--- src/rtl/writeback_pkg.sv ---
// Shared types and constants for the register-file writeback queue.
// The zero register is never stored and never forwarded.
package writeback_pkg;

    localparam int         WB_DEPTH      = 4;
    localparam int         WB_DATA_WIDTH = 64;
    localparam int         WB_ADDR_WIDTH = 5;
    localparam logic [4:0] ZERO_REG      = 5'd31;

    typedef struct packed {
        logic [4:0]  addr;
        logic [63:0] data;
    } wb_entry_t;

endpackage

--- src/rtl/wb_fwd_match.sv ---
// Youngest-match search over the occupied FIFO slots, oldest (head) to youngest.
// A later match overrides an earlier one, so the result is the most recent pending write.
module wb_fwd_match
    import writeback_pkg::*;
#(
    parameter int DEPTH      = WB_DEPTH,
    parameter int ADDR_WIDTH = WB_ADDR_WIDTH,
    parameter int DATA_WIDTH = WB_DATA_WIDTH,
    parameter int PTR_W      = $clog2(DEPTH),
    parameter int CNT_W      = $clog2(DEPTH + 1)
) (
    input  logic [DEPTH-1:0][ADDR_WIDTH-1:0] entry_addr,
    input  logic [DEPTH-1:0][DATA_WIDTH-1:0] entry_data,
    input  logic [PTR_W-1:0]                 head,
    input  logic [CNT_W-1:0]                 count,
    input  logic [ADDR_WIDTH-1:0]            lookup_addr,
    output logic                             hit,
    output logic [DATA_WIDTH-1:0]            data
);

    localparam logic [ADDR_WIDTH-1:0] ZERO_ADDR = ADDR_WIDTH'(ZERO_REG);

    logic [PTR_W-1:0] idx;

    always_comb begin
        hit  = 1'b0;
        data = '0;
        idx  = '0;
        for (int i = 0; i < DEPTH; i++) begin
            idx = head + PTR_W'(i);
            if ((i < int'(count)) && (entry_addr[idx] == lookup_addr) &&
                (lookup_addr != ZERO_ADDR)) begin
                hit  = 1'b1;
                data = entry_data[idx];
            end
        end
    end

endmodule

--- src/rtl/writeback_queue.sv ---
// In-order writeback FIFO in front of the register file write port, fed by the ALU
// and load producers, drained one entry per cycle, with two forwarding lookups.
module writeback_queue
    import writeback_pkg::*;
#(
    parameter int DEPTH      = WB_DEPTH,
    parameter int DATA_WIDTH = WB_DATA_WIDTH,
    parameter int ADDR_WIDTH = WB_ADDR_WIDTH
) (
    input  logic                         clk,
    input  logic                         reset,
    input  logic                         alu_valid,
    input  logic [ADDR_WIDTH-1:0]        alu_addr,
    input  logic [DATA_WIDTH-1:0]        alu_data,
    output logic                         alu_ready,
    input  logic                         mem_valid,
    input  logic [ADDR_WIDTH-1:0]        mem_addr,
    input  logic [DATA_WIDTH-1:0]        mem_data,
    output logic                         mem_ready,
    input  logic                         drain_enable,
    output logic                         write_enable,
    output logic [ADDR_WIDTH-1:0]        write_addr,
    output logic [DATA_WIDTH-1:0]        write_data,
    input  logic [ADDR_WIDTH-1:0]        fwd_addr_1,
    input  logic [ADDR_WIDTH-1:0]        fwd_addr_2,
    output logic                         fwd_hit_1,
    output logic                         fwd_hit_2,
    output logic [DATA_WIDTH-1:0]        fwd_data_1,
    output logic [DATA_WIDTH-1:0]        fwd_data_2,
    output logic [$clog2(DEPTH+1)-1:0]   count,
    output logic                         full,
    output logic                         empty
);

    localparam int PTR_W  = $clog2(DEPTH);
    localparam int CNT_W  = $clog2(DEPTH + 1);
    localparam int FREE_W = CNT_W + 1;
    localparam logic [ADDR_WIDTH-1:0] ZERO_ADDR = ADDR_WIDTH'(ZERO_REG);

    logic [DEPTH-1:0][ADDR_WIDTH-1:0] st_addr;
    logic [DEPTH-1:0][DATA_WIDTH-1:0] st_data;
    logic [PTR_W-1:0]                 head;
    logic [PTR_W-1:0]                 tail;
    logic [PTR_W-1:0]                 mem_slot;
    logic [FREE_W-1:0]                free;
    logic                             drain;
    logic                             acc_alu;
    logic                             acc_mem;
    logic                             enq_alu;
    logic                             enq_mem;

    assign empty = (count == '0);
    assign full  = (count == CNT_W'(DEPTH));
    assign drain = drain_enable & ~empty;

    // A producer transfers on any cycle where valid and ready are both high; ready is
    // computed from occupancy and drain_enable only, so alu_ready never looks at a valid,
    // while mem_ready may look at alu_valid to leave the last free slot to the ALU.
    assign free      = FREE_W'(DEPTH) - FREE_W'(count) + FREE_W'(drain);
    assign alu_ready = (free != '0);
    assign mem_ready = (free >= FREE_W'(2)) | ((free == FREE_W'(1)) & ~alu_valid);

    assign acc_alu = alu_valid & alu_ready;
    assign acc_mem = mem_valid & mem_ready;
    // Zero-register writes are acknowledged but dropped here.
    assign enq_alu = acc_alu & (alu_addr != ZERO_ADDR);
    assign enq_mem = acc_mem & (mem_addr != ZERO_ADDR);

    // The ALU entry is older, so it takes tail and the load entry lands behind it.
    assign mem_slot = tail + PTR_W'(enq_alu);

    assign write_enable = drain;
    assign write_addr   = st_addr[head];
    assign write_data   = st_data[head];

    always_ff @(posedge clk or negedge reset) begin
        if (!reset) begin
            count <= '0;
            head  <= '0;
            tail  <= '0;
        end else begin
            count <= count + CNT_W'(enq_alu) + CNT_W'(enq_mem) - CNT_W'(drain);
            head  <= head + PTR_W'(drain);
            tail  <= tail + PTR_W'(enq_alu) + PTR_W'(enq_mem);
        end
    end

    // Storage is not reset; occupancy alone decides which slots are meaningful.
    always_ff @(posedge clk) begin
        if (enq_alu) begin
            st_addr[tail] <= alu_addr;
            st_data[tail] <= alu_data;
        end
        if (enq_mem) begin
            st_addr[mem_slot] <= mem_addr;
            st_data[mem_slot] <= mem_data;
        end
    end

    wb_fwd_match #(
        .DEPTH      (DEPTH),
        .ADDR_WIDTH (ADDR_WIDTH),
        .DATA_WIDTH (DATA_WIDTH),
        .PTR_W      (PTR_W),
        .CNT_W      (CNT_W)
    ) u_fwd_1 (
        .entry_addr  (st_addr),
        .entry_data  (st_data),
        .head        (head),
        .count       (count),
        .lookup_addr (fwd_addr_1),
        .hit         (fwd_hit_1),
        .data        (fwd_data_1)
    );

    wb_fwd_match #(
        .DEPTH      (DEPTH),
        .ADDR_WIDTH (ADDR_WIDTH),
        .DATA_WIDTH (DATA_WIDTH),
        .PTR_W      (PTR_W),
        .CNT_W      (CNT_W)
    ) u_fwd_2 (
        .entry_addr  (st_addr),
        .entry_data  (st_data),
        .head        (head),
        .count       (count),
        .lookup_addr (fwd_addr_2),
        .hit         (fwd_hit_2),
        .data        (fwd_data_2)
    );

endmodule
--- config.mk ---
export PLATFORM = sky130hd
export DESIGN_NAME = writeback_queue
export DESIGN_NICKNAME = d
export VERILOG_FILES = /design/src/rtl/writeback_pkg.sv /design/src/rtl/wb_fwd_match.sv /design/src/rtl/writeback_queue.sv
export SDC_FILE = /design/constraint.sdc
export NUM_CORES = 1
export LEC_CHECK = 0
export ABC_CLOCK_PERIOD_IN_PS = 6800
export CAP_MARGIN = 20
export CELL_PAD_IN_SITES_DETAIL_PLACEMENT = 1
export CELL_PAD_IN_SITES_GLOBAL_PLACEMENT = 2
export CORE_MARGIN = 10
export CORE_UTILIZATION = 35
export DETAILED_ROUTE_END_ITERATION = 16
export PLACE_DENSITY_LB_ADDON = 0.2
export SYNTH_ARGS = -nofsm -noshare
export SYNTH_HDL_FRONTEND = slang
export SYNTH_SLANG_ARGS = --single-unit
--- constraint.sdc ---
create_clock -name clk -period 6.8 [get_ports clk]
set_input_delay 1.36 -clock clk [delete_from_list [all_inputs] [get_ports clk]]
set_output_delay 1.36 -clock clk [all_outputs]
set_load 0.02 [all_outputs]
==> results.sh <==
export IMPL_drc=0
export IMPL_portBuffers=359
export IMPL_grt_total_usage_pct=25.93
export IMPL_via_count=28580
export IMPL_cts_tree="built"
export IMPL_hp_class="reg -> reg"
export IMPL_grt_pass1_vias=29500
export IMPL_worstPathMaxFanout=62
export IMPL_setup_violations=0
export IMPL_max_freq_mhz=153.5
export IMPL_cp_num_cells=11
export IMPL_die_y_um=297.2
export IMPL_core_area_sq_um=76080
export IMPL_clock_path_buffers=3
export IMPL_synth_edf_count=0
export IMPL_synth_top_flop_cell="dfxtp_1"
export IMPL_wl_met1_um=53360
export IMPL_synthCells=3618
export IMPL_p_int_w=0.009746
export IMPL_syn_to_final_growth_pct=21.65
export IMPL_clock_sinks=283
export IMPL_path_buf_inv=4
export IMPL_top_layer="met5"
export IMPL_p_sw_w=0.01056
export IMPL_ys_seq_area_share_pct=21.20
export IMPL_maxSlewViolCount=0
export IMPL_grt_max_degree=228
export IMPL_clock_latency_ns=0.56
export IMPL_cp_cell_sequence="mux4_2 > xor2_1 > nor4_4 > buf_12 > and2_4 > buf_12 > buf_4 > o221a_2 > o2111ai_1 > a21oi_1 > clkdlybuf4s50_1"
export IMPL_tightestPinTransition_ns=1.277
export IMPL_crit_arrival_ns=5.16
export IMPL_ys_warn_count=0
export IMPL_netSwitchingFraction_pct=51.99
export IMPL_start_util_pct=35.34
export IMPL_max_stage_delay_ns=0.88
export IMPL_startpoint="head[0]"
export IMPL_pwr_share_seq_pct=18.9
export IMPL_path_clk_slew_ns=0.05
export IMPL_required_ns=5.44
export IMPL_antenna_left=0
export IMPL_ir_drop_mv=0.4390
export IMPL_wl_um=120600
export IMPL_layout_nets=3894
export IMPL_pre_cts_ws_ns=0.4071
export IMPL_cp_end_kind="output port"
export IMPL_synth_seq_cells=283
export IMPL_holdPathStages=2
export IMPL_syn_avg_cell_area_sq_um=7.431
export IMPL_route_met3_wl_um=5471
export IMPL_worstSetupPathType="reg -> out"
export IMPL_place_congestion=0.8653
export IMPL_io_pins=360
export IMPL_hold_violations=0
export IMPL_grt_setup_unrepaired="no"
export IMPL_cts_root_buf="clkbuf_16"
export IMPL_drive_gt1_share_pct=10.02
export IMPL_cts_setup_buffers=0
export IMPL_netlist_area_sq_um=26880
export IMPL_first_pass_iters=7
export IMPL_place_hpwl_um=78920
export IMPL_setup_slack_ns=0.2848
export IMPL_regArea_sq_um=5708
export IMPL_cp_slowest_cell="dfrtp_4"
export IMPL_tns_ns=0
export IMPL_drtIter0Drc=1982
export IMPL_cp_start_kind="flip-flop"
export IMPL_grt_pass1_wl_um=183400
export IMPL_avgViaCountPerCell=5.960
export IMPL_cp_common_cell="buf_12"
export IMPL_yosysTopAreaCell="mux2i_1"
export IMPL_wl_per_cell_um=25.14
export IMPL_cts_resized=0
export IMPL_grt_overflow_total=0
export IMPL_crit_family="buffers and inverters"
export IMPL_die_x_um=297.2
export IMPL_h_tree_depth=2
export IMPL_fin_skew_ns=0.02421
export IMPL_ys_types=49
export IMPL_combPwrFrac_pct=70.7
export IMPL_maxSlewHeadroom_pct=14.85
export IMPL_syn_num_nets=3781
export IMPL_rows=101
export IMPL_cts_made_buffers=40
export IMPL_synth_top_cell_area_share_pct=21.63
export IMPL_total_power_w=0.02030
export IMPL_p_clk_share_pct=10.3
export IMPL_period_share_pct=95.81
export IMPL_synthArstFlopShare_pct=2.473
export IMPL_fill_cells=9178
export IMPL_worstHoldStart="st_data[120]"
export IMPL_antenna_found_initial=15
export IMPL_multi_input_area_sq_um=19810
export IMPL_outcome="completed"
export IMPL_powerDensity_nw_per_um2=620.7
export IMPL_rr_worst_depth=13
export IMPL_die_area_sq_um=88300
export IMPL_maxCapViolCount=0
export IMPL_dr_wl_met2_um=58000
export IMPL_leakagePower_nw=11.51
export IMPL_cts_hold_buf=0
export IMPL_r2r_start="count[0]"
export IMPL_netlist_top_cells_area="mux2i_1 22%, dfxtp_1 21%, nand2_1 6.8%, o21ai_0 6.7%, nor2_1 6.1%"
export IMPL_period_minus_slack_ns=6.515
export IMPL_holdWs_ns=0.5720
==> power by group through the flow <==
stage | logic (W) | registers (W) | clock network, W
floorplan | 0.00957 | 0.00332 | 0
detailed placement | 0.0143 | 0.00382 | 0
finish | 0.0144 | 0.00385 | 0.00210
CTS | 0.0144 | 0.00380 | 0.00215
global placement | 0.0139 | 0.00372 | 0
global route | 0.0155 | 0.00400 | 0.00221
==> per-stage QoR <==
stage	cells	util (%)	area (sq um)
2_1_floorplan	3618	-	26880
3_3_place_gp	4719	41.31	31420
3_5_place_dp	4719	41.31	31420
4_1_cts	4784	42.95	32680
5_1_grt	4795	42.99	32710
6_report	4795	42.99	32710
==> metal layers <==
layer	global-route usage, %	vias to the layer above
met5	0	-
li1	-	13330
met2	44.31	794
met3	3.288	197
met4	9.202	6
met1	33.04	14250
==> cells in the mapped netlist, types with 10 or more instances <==
| cell | instances |
|---|---|
| mux2i_1 | 581 |
| nand2_1 | 488 |
| nor2_1 | 438 |
| o21ai_0 | 358 |
| dfxtp_1 | 276 |
| clkbuf_1 | 265 |
| a21oi_1 | 200 |
| nor3_1 | 125 |
| o31ai_1 | 125 |
| mux2_2 | 122 |
| buf_2 | 63 |
| nor2b_1 | 62 |
| a211oi_1 | 61 |
| a21boi_0 | 61 |
| o2111ai_1 | 61 |
| o221a_2 | 61 |
| or3_1 | 61 |
| buf_1 | 34 |
| mux4_2 | 32 |
| xnor2_1 | 31 |
| a22oi_1 | 20 |
| xor2_1 | 13 |
| inv_1 | 10 |
==> final timing paths <==
path                             endpoint  slack, ns
max                        fwd_data_2[29]       0.28
min                          st_data[120]       0.57
max reg2reg                  st_data[214]       2.47
min reg2reg                  st_data[120]       0.57
max in group asynchronous         head[0]       5.40
min in group asynchronous        count[2]       1.08
==> tightest hold or removal path, delay by kind of cell (launching register included) <==
| kind | cells | cell delay (ns) |
|---|---|---|
| AO/OA/AOI/OAI | 1 | 0.08 |
| multiplexers | 1 | 0.12 |
| flip-flops | 1 | 0.33 |
==> cell usage in the layout, fill, tap and decap left out, types with 32 or more instances in the layout <==
master	instances
mux2i_1	581
nor2_1	435
buf_12	33
o31ai_1	125
o21ai_0	358
mux4_2	32
clkbuf_16	41
clkdlybuf4s50_1	357
a21oi_1	200
o2111ai_1	61
dfxtp_1	276
nor2b_1	61
a211oi_1	61
buf_4	46
a21boi_0	61
or3_1	61
nand2_1	487
mux2_2	122
nor3_1	124
o221a_2	61
==> flip-flops by register name, summed over array words and instances (netlist names) <==
| signal | count |
|---|---|
| st_data | 256 |
| head | 2 |
| tail | 2 |
| count | 3 |
| st_addr | 20 |
==> area by class of cell <==
cell class / count / area share, %
diodes: 11 / 0.08417
clock buffers: 55 / 3.451
clock inverters: 10 / 0.3826
inverters: 10 / 0.1148
multi-input cells: 2960 / 60.57
flip-flops and latches: 283 / 17.45
well taps: 1030 / 3.940
repair buffers: 436 / 14.00
==> cell families (layout without fill, tap and decap cells) <==
group                      count (synthesis)  in the layout  synth area share, %
muxes                                    735            735                29.42
AOI/OAI and AO/OA                        958            958                22.72
other                                      0             11                    0
adders and majority gates                 10             10               0.4933
buffers and inverters                    375            511                5.599
xor gates and xnor gates                  44             44                1.433
and+or+nand+nor                         1213           1213                19.13
DFF                                      283            283                21.20
(Power assumes the default switching activity.)
